File: config.mk
export PLATFORM = sky130hd
export DESIGN_NAME = mbist_addr_gen_flat
export DESIGN_NICKNAME = d
export VERILOG_FILES = /design/src/rtl/mbist_addr_gen_if.sv /design/src/rtl/mbist_addr_gen.sv /design/src/flat_wrapper.sv
export SDC_FILE = /design/constraint.sdc
export NUM_CORES = 1
export LEC_CHECK = 0
export CORE_MARGIN = 4
export CORE_UTILIZATION = 40
export CTS_BUF_LIST = sky130_fd_sc_hd__clkbuf_8
export CTS_CLUSTER_DIAMETER = 100
export DETAILED_ROUTE_END_ITERATION = 8
export DONT_BUFFER_PORTS = 1
export GPL_ROUTABILITY_DRIVEN = 1
export RECOVER_POWER = 50
export SLEW_MARGIN = 20
export SYNTH_ARGS = -nofsm -noshare
export SYNTH_HDL_FRONTEND = slang
export SYNTH_SLANG_ARGS = --single-unit
File: constraint.sdc
create_clock -name clk -period 6.7 [get_ports clk]
set_input_delay 1.005 -clock clk [delete_from_list [all_inputs] [get_ports clk]]
set_output_delay 1.005 -clock clk [all_outputs]
set_load 0.1 [all_outputs]
File: src/rtl/mbist_addr_gen_if.sv
// rtl/mbist_addr_gen_if.sv - MBIST control FSM <-> address generator signal bundle
interface mbist_addr_gen_if #(
  parameter int BIST_ADDR_WD = 9
);
  logic                    bist_run;
  logic                    run_op;
  logic                    run_addr;
  logic                    run_sti;
  logic                    last_op;
  logic                    op_reverse;
  logic                    sti_addr_down;
  logic                    cmp_phase;
  logic                    bist_error;
  logic [BIST_ADDR_WD-1:0] bist_addr;
  logic                    last_addr;
  logic                    addr_dir;
  logic [BIST_ADDR_WD-1:0] error_addr;
  logic                    error_valid;

  modport master (
    output bist_run, run_op, run_addr, run_sti, last_op, op_reverse,
           sti_addr_down, cmp_phase, bist_error,
    input  bist_addr, last_addr, addr_dir, error_addr, error_valid
  );

  modport slave (
    input  bist_run, run_op, run_addr, run_sti, last_op, op_reverse,
           sti_addr_down, cmp_phase, bist_error,
    output bist_addr, last_addr, addr_dir, error_addr, error_valid
  );
endinterface

File: src/rtl/mbist_addr_gen.sv
// rtl/mbist_addr_gen.sv - MBIST address generator with reversal and first-fail capture
// Optional Gray-coded physical address when MBIST_ADDR_SCRAMBLE_EN is defined.
module mbist_addr_gen #(
  parameter int          BIST_ADDR_WD    = 9,
  parameter int unsigned BIST_ADDR_START = 0,
  parameter int unsigned BIST_ADDR_END   = (1 << BIST_ADDR_WD) - 1
) (
  input  logic                 clk,
  input  logic                 rst_n,
  mbist_addr_gen_if.slave      bus
);

  localparam logic [BIST_ADDR_WD-1:0] L_START = BIST_ADDR_WD'(BIST_ADDR_START);
  localparam logic [BIST_ADDR_WD-1:0] L_END   = BIST_ADDR_WD'(BIST_ADDR_END);
  localparam logic [BIST_ADDR_WD-1:0] L_ONE   = BIST_ADDR_WD'(1);
  localparam logic                    L_LAST_RST = (L_START == L_END);

  logic [BIST_ADDR_WD-1:0] r_laddr;
  logic                    r_dir;
  logic                    r_last_addr;
  logic [BIST_ADDR_WD-1:0] r_err_addr;
  logic                    r_err_v;
  logic                    r_bist_run_d;

  logic [BIST_ADDR_WD-1:0] w_laddr_next;
  logic                    w_dir_next;
  logic                    w_last_next;
  logic [BIST_ADDR_WD-1:0] w_bist_addr;
  logic                    w_run_rise;
  logic                    w_err_v_eff;
  logic                    w_capture;

  always_comb begin
    w_laddr_next = r_laddr;
    w_dir_next   = r_dir;
    if (!bus.bist_run || bus.run_sti) begin
      w_dir_next   = bus.sti_addr_down;
      w_laddr_next = bus.sti_addr_down ? L_END : L_START;
    end else if (bus.run_op && bus.last_op && bus.op_reverse && r_last_addr) begin
      // terminal address is kept and becomes the first address of the reversed sweep
      w_dir_next = ~r_dir;
    end else if (bus.run_addr) begin
      if (r_last_addr)
        w_laddr_next = r_dir ? L_END : L_START;
      else
        w_laddr_next = r_dir ? (r_laddr - L_ONE) : (r_laddr + L_ONE);
    end
    w_last_next = (w_laddr_next == (w_dir_next ? L_START : L_END));
  end

`ifdef MBIST_ADDR_SCRAMBLE_EN
  assign w_bist_addr = r_laddr ^ (r_laddr >> 1);
`else
  assign w_bist_addr = r_laddr;
`endif

  // a new run discards the previous capture, but an error on that very cycle still counts
  assign w_run_rise  = bus.bist_run && !r_bist_run_d;
  assign w_err_v_eff = r_err_v && !w_run_rise;
  assign w_capture   = bus.bist_run && bus.cmp_phase && bus.bist_error && !w_err_v_eff;

  always_ff @(posedge clk or negedge rst_n) begin
    if (!rst_n) begin
      r_laddr      <= L_START;
      r_dir        <= 1'b0;
      r_last_addr  <= L_LAST_RST;
      r_err_addr   <= '0;
      r_err_v      <= 1'b0;
      r_bist_run_d <= 1'b0;
    end else begin
      r_laddr      <= w_laddr_next;
      r_dir        <= w_dir_next;
      r_last_addr  <= w_last_next;
      r_bist_run_d <= bus.bist_run;
      if (w_capture) begin
        r_err_addr <= w_bist_addr;
        r_err_v    <= 1'b1;
      end else if (w_run_rise) begin
        r_err_v    <= 1'b0;
      end
    end
  end

  assign bus.bist_addr   = w_bist_addr;
  assign bus.last_addr   = r_last_addr;
  assign bus.addr_dir    = r_dir;
  assign bus.error_addr  = r_err_addr;
  assign bus.error_valid = r_err_v;

endmodule
File: src/flat_wrapper.sv
// flat-port wrapper written by rule: the top's interface ports become plain ports
module mbist_addr_gen_flat 
#(
  parameter int          BIST_ADDR_WD    = 9,
  parameter int unsigned BIST_ADDR_START = 0,
  parameter int unsigned BIST_ADDR_END   = (1 << BIST_ADDR_WD) - 1
)
  (clk, rst_n, bus_bist_run, bus_run_op, bus_run_addr, bus_run_sti, bus_last_op, bus_op_reverse, bus_sti_addr_down, bus_cmp_phase, bus_bist_error, bus_bist_addr, bus_last_addr, bus_addr_dir, bus_error_addr, bus_error_valid);
  mbist_addr_gen_if #(.BIST_ADDR_WD(BIST_ADDR_WD)) bus_i ();
  input  logic clk;
  input  logic rst_n;
  input wire logic [$bits(bus_i.bist_run)-1:0] bus_bist_run;
  input wire logic [$bits(bus_i.run_op)-1:0] bus_run_op;
  input wire logic [$bits(bus_i.run_addr)-1:0] bus_run_addr;
  input wire logic [$bits(bus_i.run_sti)-1:0] bus_run_sti;
  input wire logic [$bits(bus_i.last_op)-1:0] bus_last_op;
  input wire logic [$bits(bus_i.op_reverse)-1:0] bus_op_reverse;
  input wire logic [$bits(bus_i.sti_addr_down)-1:0] bus_sti_addr_down;
  input wire logic [$bits(bus_i.cmp_phase)-1:0] bus_cmp_phase;
  input wire logic [$bits(bus_i.bist_error)-1:0] bus_bist_error;
  output wire logic [$bits(bus_i.bist_addr)-1:0] bus_bist_addr;
  output wire logic [$bits(bus_i.last_addr)-1:0] bus_last_addr;
  output wire logic [$bits(bus_i.addr_dir)-1:0] bus_addr_dir;
  output wire logic [$bits(bus_i.error_addr)-1:0] bus_error_addr;
  output wire logic [$bits(bus_i.error_valid)-1:0] bus_error_valid;
  assign bus_i.bist_run = bus_bist_run;
  assign bus_i.run_op = bus_run_op;
  assign bus_i.run_addr = bus_run_addr;
  assign bus_i.run_sti = bus_run_sti;
  assign bus_i.last_op = bus_last_op;
  assign bus_i.op_reverse = bus_op_reverse;
  assign bus_i.sti_addr_down = bus_sti_addr_down;
  assign bus_i.cmp_phase = bus_cmp_phase;
  assign bus_i.bist_error = bus_bist_error;
  assign bus_bist_addr = bus_i.bist_addr;
  assign bus_last_addr = bus_i.last_addr;
  assign bus_addr_dir = bus_i.addr_dir;
  assign bus_error_addr = bus_i.error_addr;
  assign bus_error_valid = bus_i.error_valid;
  mbist_addr_gen #(.BIST_ADDR_WD(BIST_ADDR_WD), .BIST_ADDR_START(BIST_ADDR_START), .BIST_ADDR_END(BIST_ADDR_END)) u_core (.clk(clk), .rst_n(rst_n), .bus(bus_i));
endmodule
==> Word level (Yosys, flattened, before mapping) <==
Index checks and enable logic that the tools add are counted.
{ "classes": {"addsub": 2, "n_eq_ne": 1, "n_mux": 12, "bitwise": 1, "n_reduce_logical": 14} }
{ "ops": {"columns": ["op", "n"], "rows": [
  ["$mux 9", 8],
  ["$add 9x1->9 const B", 1],
  ["$eq 9x9->1", 1],
  ["$sub 9x1->9 const B", 1],
  ["$logic_and 1x1->1", 8],
  ["$logic_not 1->1", 4],
  ["$mux 1", 4],
  ["$reduce_bool 2->1", 1],
  ["$logic_or 1x1->1", 1],
  ["$not 1->1", 1]
]} }
{ "word_totals": {"ff_bits": 22, "in_bits": 11, "out_inout_bits": 21, "elab_cells": 36} }

==> Depth between registers and ports, before layout <==
{ "logic_depth": {"depth_word": 7, "mapped_depth": 10, "ltp_nobuf": 9} }

==> Worst setup path before layout <==
Ideal clock, no wire load.
{ "synth_timing": {"kind": "reg2reg", "from": "register u_core.r_dir (netlist: u_core.bus.addr_dir)", "to": "register u_core.r_last_addr (netlist: u_core.bus.last_addr)", "setup_ns": 0.087, "arrival_time_ns": 3.324, "t_required_ns": 6.613, "slack_ns": 3.289, "stages_incl_launch_ff": 11, "path_buffers": 1, "period_less_slack_ns": 3.411, "path_cell_list": "dfrtp_1 buf_6 inv_1 fa_1 nand2b_1 a21oi_1 nor2_1 o311a_1 o31a_2 or4_1 a22oi_1"} }
{ "synth_between": {"elab_chain_cells": 6, "word_cells_on_any_way": 11, "cone_classes": "1 x eq/ne; 9 x mux; 1 x bitwise"} }
{ "synth_lines": {"columns": ["element", "line_no", "text"], "rows": [
  ["start, declared", "mbist_addr_gen.sv:19", "logic r_dir;"],
  ["start signal, assigned", "mbist_addr_gen.sv:72", "r_dir <= w_dir_next;"],
  ["$mux 9, on equally long branches", "mbist_addr_gen.sv:46, mbist_addr_gen.sv:44", null],
  ["$mux 9", "mbist_addr_gen.sv:43", "if (r_last_addr)"],
  ["$mux 9", "mbist_addr_gen.sv:42", "end else if (bus.run_addr) begin"],
  ["$mux 9", "mbist_addr_gen.sv:39", "end else if (bus.run_op && bus.last_op && bus.op_reverse && r_last_addr) begin"],
  ["$mux 9", "mbist_addr_gen.sv:36", "if (!bus.bist_run || bus.run_sti) begin"],
  ["$eq 9x9->1 *", "mbist_addr_gen.sv:48", "w_last_next = (w_laddr_next == (w_dir_next ? L_START : L_END));"],
  ["net u_core.w_last_next", "mbist_addr_gen.sv:27", "logic w_last_next;"],
  ["end signal, assigned", "mbist_addr_gen.sv:73", "r_last_addr <= w_last_next;"],
  ["end, declared", "mbist_addr_gen.sv:20", "logic r_last_addr;"]
]} }
The timed path passes the listed nets; every way through them passes the cells marked *.
A chain may end at the register's enable or synchronous reset.

==> Final worst setup path <==
{ "layout_timing": {"from": "register u_core.r_laddr[0] (netlist: u_core.bus.bist_addr[0])", "to": "register u_core.r_last_addr (netlist: u_core.bus.last_addr)"} }
{ "layout_between": {"elab_chain_cells": 7, "word_cells_on_any_way": 8, "cone_classes": "2 x add/sub; 1 x eq/ne; 5 x mux"} }
{ "layout_lines": {"columns": ["element", "line_no", "text"], "rows": [
  ["start, declared", "mbist_addr_gen.sv:18", "logic [BIST_ADDR_WD-1:0] r_laddr;"],
  ["start signal, assigned", "mbist_addr_gen.sv:71", "r_laddr <= w_laddr_next;"],
  ["$add 9x1->9 or $sub 9x1->9 (tied branches)", "mbist_addr_gen.sv:46", "w_laddr_next = r_dir ? (r_laddr - L_ONE) : (r_laddr + L_ONE);"],
  ["$mux 9", "mbist_addr_gen.sv:46", null],
  ["$mux 9", "mbist_addr_gen.sv:43", null],
  ["$mux 9", "mbist_addr_gen.sv:42", null],
  ["$mux 9 *", "mbist_addr_gen.sv:39", null],
  ["$mux 9 *", "mbist_addr_gen.sv:36", null],
  ["$eq 9x9->1 *", "mbist_addr_gen.sv:48", null],
  ["net u_core.w_last_next", "mbist_addr_gen.sv:27", null]
]} }
Marked as above.

==> results.toml <==
[run_status]
status = "finished, final reports clean"

[drt]
post-route-drc-count = 0
drt-initial-drc-count = 51
wire_per_inst_um = 17.54
dr.pass1.iters = 4
routed_wl_um = 3544
vias = 1210
drtAntennaViolNets = 0
vias_per_cell = 5.990

[global_routing]
met3_usage_pct = 4.269
grt_use_total_pct = 16.52
grt_use_met2_pct = 26.25
antenna_found_initial = 0
grt-ovfl-total = 0
grt_pass1_vias = 1148
grt_pass1_wl_um = 5692
grt_max_degree = 23
use_met1_pct = 22.94
grt.busiest_layer = "met2"

[worst_setup_path]
crit_end = "u_core.bus.last_addr"
required_ns = 6.87
crit_buf_inv = 1
reg2reg_setup_slack_ns = 3.27
crit_cells = 9
r2r_end = "u_core.bus.last_addr"
critPathMaxStageDelay_ns = 1.00
r2r-start = "u_core.bus.bist_addr[0]"
cp_top_family = "flip-flops"
worstSetupEndpointType = "flop"
path_max_fanout = 5
rr_worst_depth = 9
critPathKind = "flop to flop"
worstPathCellList = "inv_1, fa_1, nand2b_1, a21oi_1, nor2_1, o311a_1, o31a_2, or4_1, a22oi_1"
critical_path.slowest_cell = "dfrtp_1"
critPathLaunchType = "flop"
cp.arrival_ns = 3.61
startpoint = "u_core.bus.bist_addr[0]"

[cells_and_area]
antenna_cells = 0
post-route-util_pct = 45.37
drive_gt1_share_pct = 11.54
layout.cells.non_filler = 202
synthToLayoutAreaGrowth_pct = 7.336
final_nets = 176

[clock_tree]
htreeDepth = 1
cts_max_path_buffers = 2
numCtsBuffers = 3
clkTransAtPathRegs_ns = 0.08
cts-root-buf = "clkbuf_8"
cts_tree = "done"
cts_resized = 0
holdBufCountCts = 0
numClockSinks = 22
clkLatencyLatePin_ns = 0.26
postCtsSetupBuffers = 0

[yosys]
synthCells = 155
synth_edf_count = 0
ys_ff_latch = 22
synth_cell_types = 45
synthFlopType = "dfrtp_1"
yosysSeqAreaShare_pct = 38.43
yosysWarningCount = 0
synth_area_leader_cell = "dfrtp_1"
synthesis.area_um2 = 1433
synth_area_leaders = "dfrtp_1, ha_1, o21ai_0, mux2_2, nand2_1"
synth.top_cell.area_share_pct = 38.43
syn_avg_cell_area_um2 = 9.243
synth_fp_nets = 174
synthArstFlopShare_pct = 100.0

[power_and_ir_drop]
leakage_uw = 0.0006893
vdd.ir_drop.worst_mv = 0.2119
combPwrFrac_pct = 20.3
p_sw_share_pct = 50.29
total_power_uw = 562.7
p_int_uw = 279.7
seq_power_share_pct = 58.1
clockPowerShare_pct = 21.7
power_switching_uw = 283.0
power.density_nw_per_um2 = 365.9

[sta]
rsz0062_at_grt = "false"
fin_worst_skew_ns = 0.003997
setup_tns_ns = 0
tightestPinTransition_ns = 1.084
relSlewSlack_pct = 27.71
fin_crit_sh_pct = 51.26
fmax_mhz = 291.2
setup_violations = 0
drv_slew = 0
final_hold_viol_count = 0
period_minus_slack_ns = 3.434

[place]
dp_cells = 198
gp_congestion = 0.9039
port_buffers = 0
hpwl_um = 2797

[floorplanning]
coreArea_um2 = 3390
ios = 32
die-area_um2 = 4603
start_util_pct = 42.27
rows = 21
die_y_um = 67.85
die_w_um = 67.85

[job]
cap_violations = 0

[hold_path]
hold_class = "input port to async pin"
[worst reg2reg max path: stages, from the launching register on]
cell and delay (ns):
dfrtp_1 1.00, inv_1 0.19, fa_1 0.47, nand2b_1 0.19, a21oi_1 0.14, nor2_1 0.05
o311a_1 0.29, o31a_2 0.30, or4_1 0.51, a22oi_1 0.20
[kinds of logic after synthesis]
kind of cell               Yosys count  share of synthesized area [%]
and+or+nand+nor                     51                          18.17
AOI/OAI and AO/OA                   48                          22.79
DFF                                 22                          38.43
buffers and inverters               15                          5.327
adders and majority gates            8                          7.511
muxes                                6                          4.716
xor gates and xnor gates             5                          3.057
[power groups by stage]
stage          sequential [uW]  clock [uW]  combinational, uW
3_3_place_gp               329           0                111
5_1_grt                    330         130                128
2_1_floorplan              327           0               90.2
6_report                   327         122                114
4_1_cts                    328         124                114
3_5_place_dp               331           0                113
[state kept, by name, indices dropped and copies added, names as in the netlist]
register and flops:
u_core.bus.bist_addr 9, u_core.bus.error_addr 9, u_core.bus.addr_dir 1, u_core.bus.error_valid 1, u_core.bus.last_addr 1, u_core.r_bist_run_d 1
[cell type report]
type	count	area, um^2
Timing Repair Buffer	2	15.01
Clock buffer	3	41.29
Sequential cell	22	550.5
Multi-Input combinational cell	118	805.8
Inverter	10	37.54
Fill cell	323	1852
Tap cell	46	57.56
Clock inverter	1	30.03
[per-layer routing]
layer | routed length [um] | vias to the layer above
li1 | - | 574
met1 | 1524 | 591
met2 | 1687 | 43
met3 | 323 | 2
met4 | 9 | 0
met5 | 0 | -
[Yosys cell counts, types with 2 or more instances]
library cell	number
inv_1	10
o21ai_0	16
nand2_1	14
nand3_1	4
a21o_1	2
xnor2_1	4
nor3_1	4
mux2_2	6
o211ai_1	2
o21a_1	2
nand2b_1	4
nand4_1	3
o211a_1	3
dfrtp_1	22
buf_2	2
a211oi_1	2
ha_1	7
a21oi_1	7
or4_1	3
o22ai_1	2
nor2_1	11
o2111ai_1	2
[stage by stage]
step	hold slack (ns)	setup slack, ns	cell area, um^2
2_1_floorplan	0.4676	3.289	1433
3_5_place_dp	0.4973	3.300	1466
3_3_place_gp	0.4728	3.377	1466
4_1_cts	0.4219	3.277	1538
6_report	0.4283	3.266	1538
5_1_grt	0.4089	3.018	1538
[how the worst min path moves through the flow]
stage | endpoint | slack (ns) | cells past startpoint
3_5_place_dp | u_core.bus.error_valid | 0.50 | 2
6_report | u_core.bus.error_addr[1] | 0.43 | 0
3_3_place_gp | u_core.bus.error_valid | 0.47 | 2
4_1_cts | u_core.bus.error_addr[1] | 0.42 | 0
5_1_grt | u_core.bus.error_addr[1] | 0.41 | 0
2_1_floorplan | u_core.bus.error_valid | 0.47 | 2
[cells in the final DEF, fill, tap and decap left out, types with 4 or more instances in the layout]
| cell type | synthesis | layout |
|---|---|---|
| mux2_2 | 6 | 6 |
| nor3_1 | 4 | 4 |
| nor2_1 | 11 | 11 |
| nand3_1 | 4 | 4 |
| inv_1 | 10 | 10 |
| nand2b_1 | 4 | 4 |
| dfrtp_1 | 22 | 22 |
| o21ai_0 | 16 | 16 |
| xnor2_1 | 4 | 4 |
| a21oi_1 | 7 | 7 |
| ha_1 | 7 | 7 |
| nand2_1 | 14 | 14 |
Note: power is estimated with default switching activity, not from simulation.
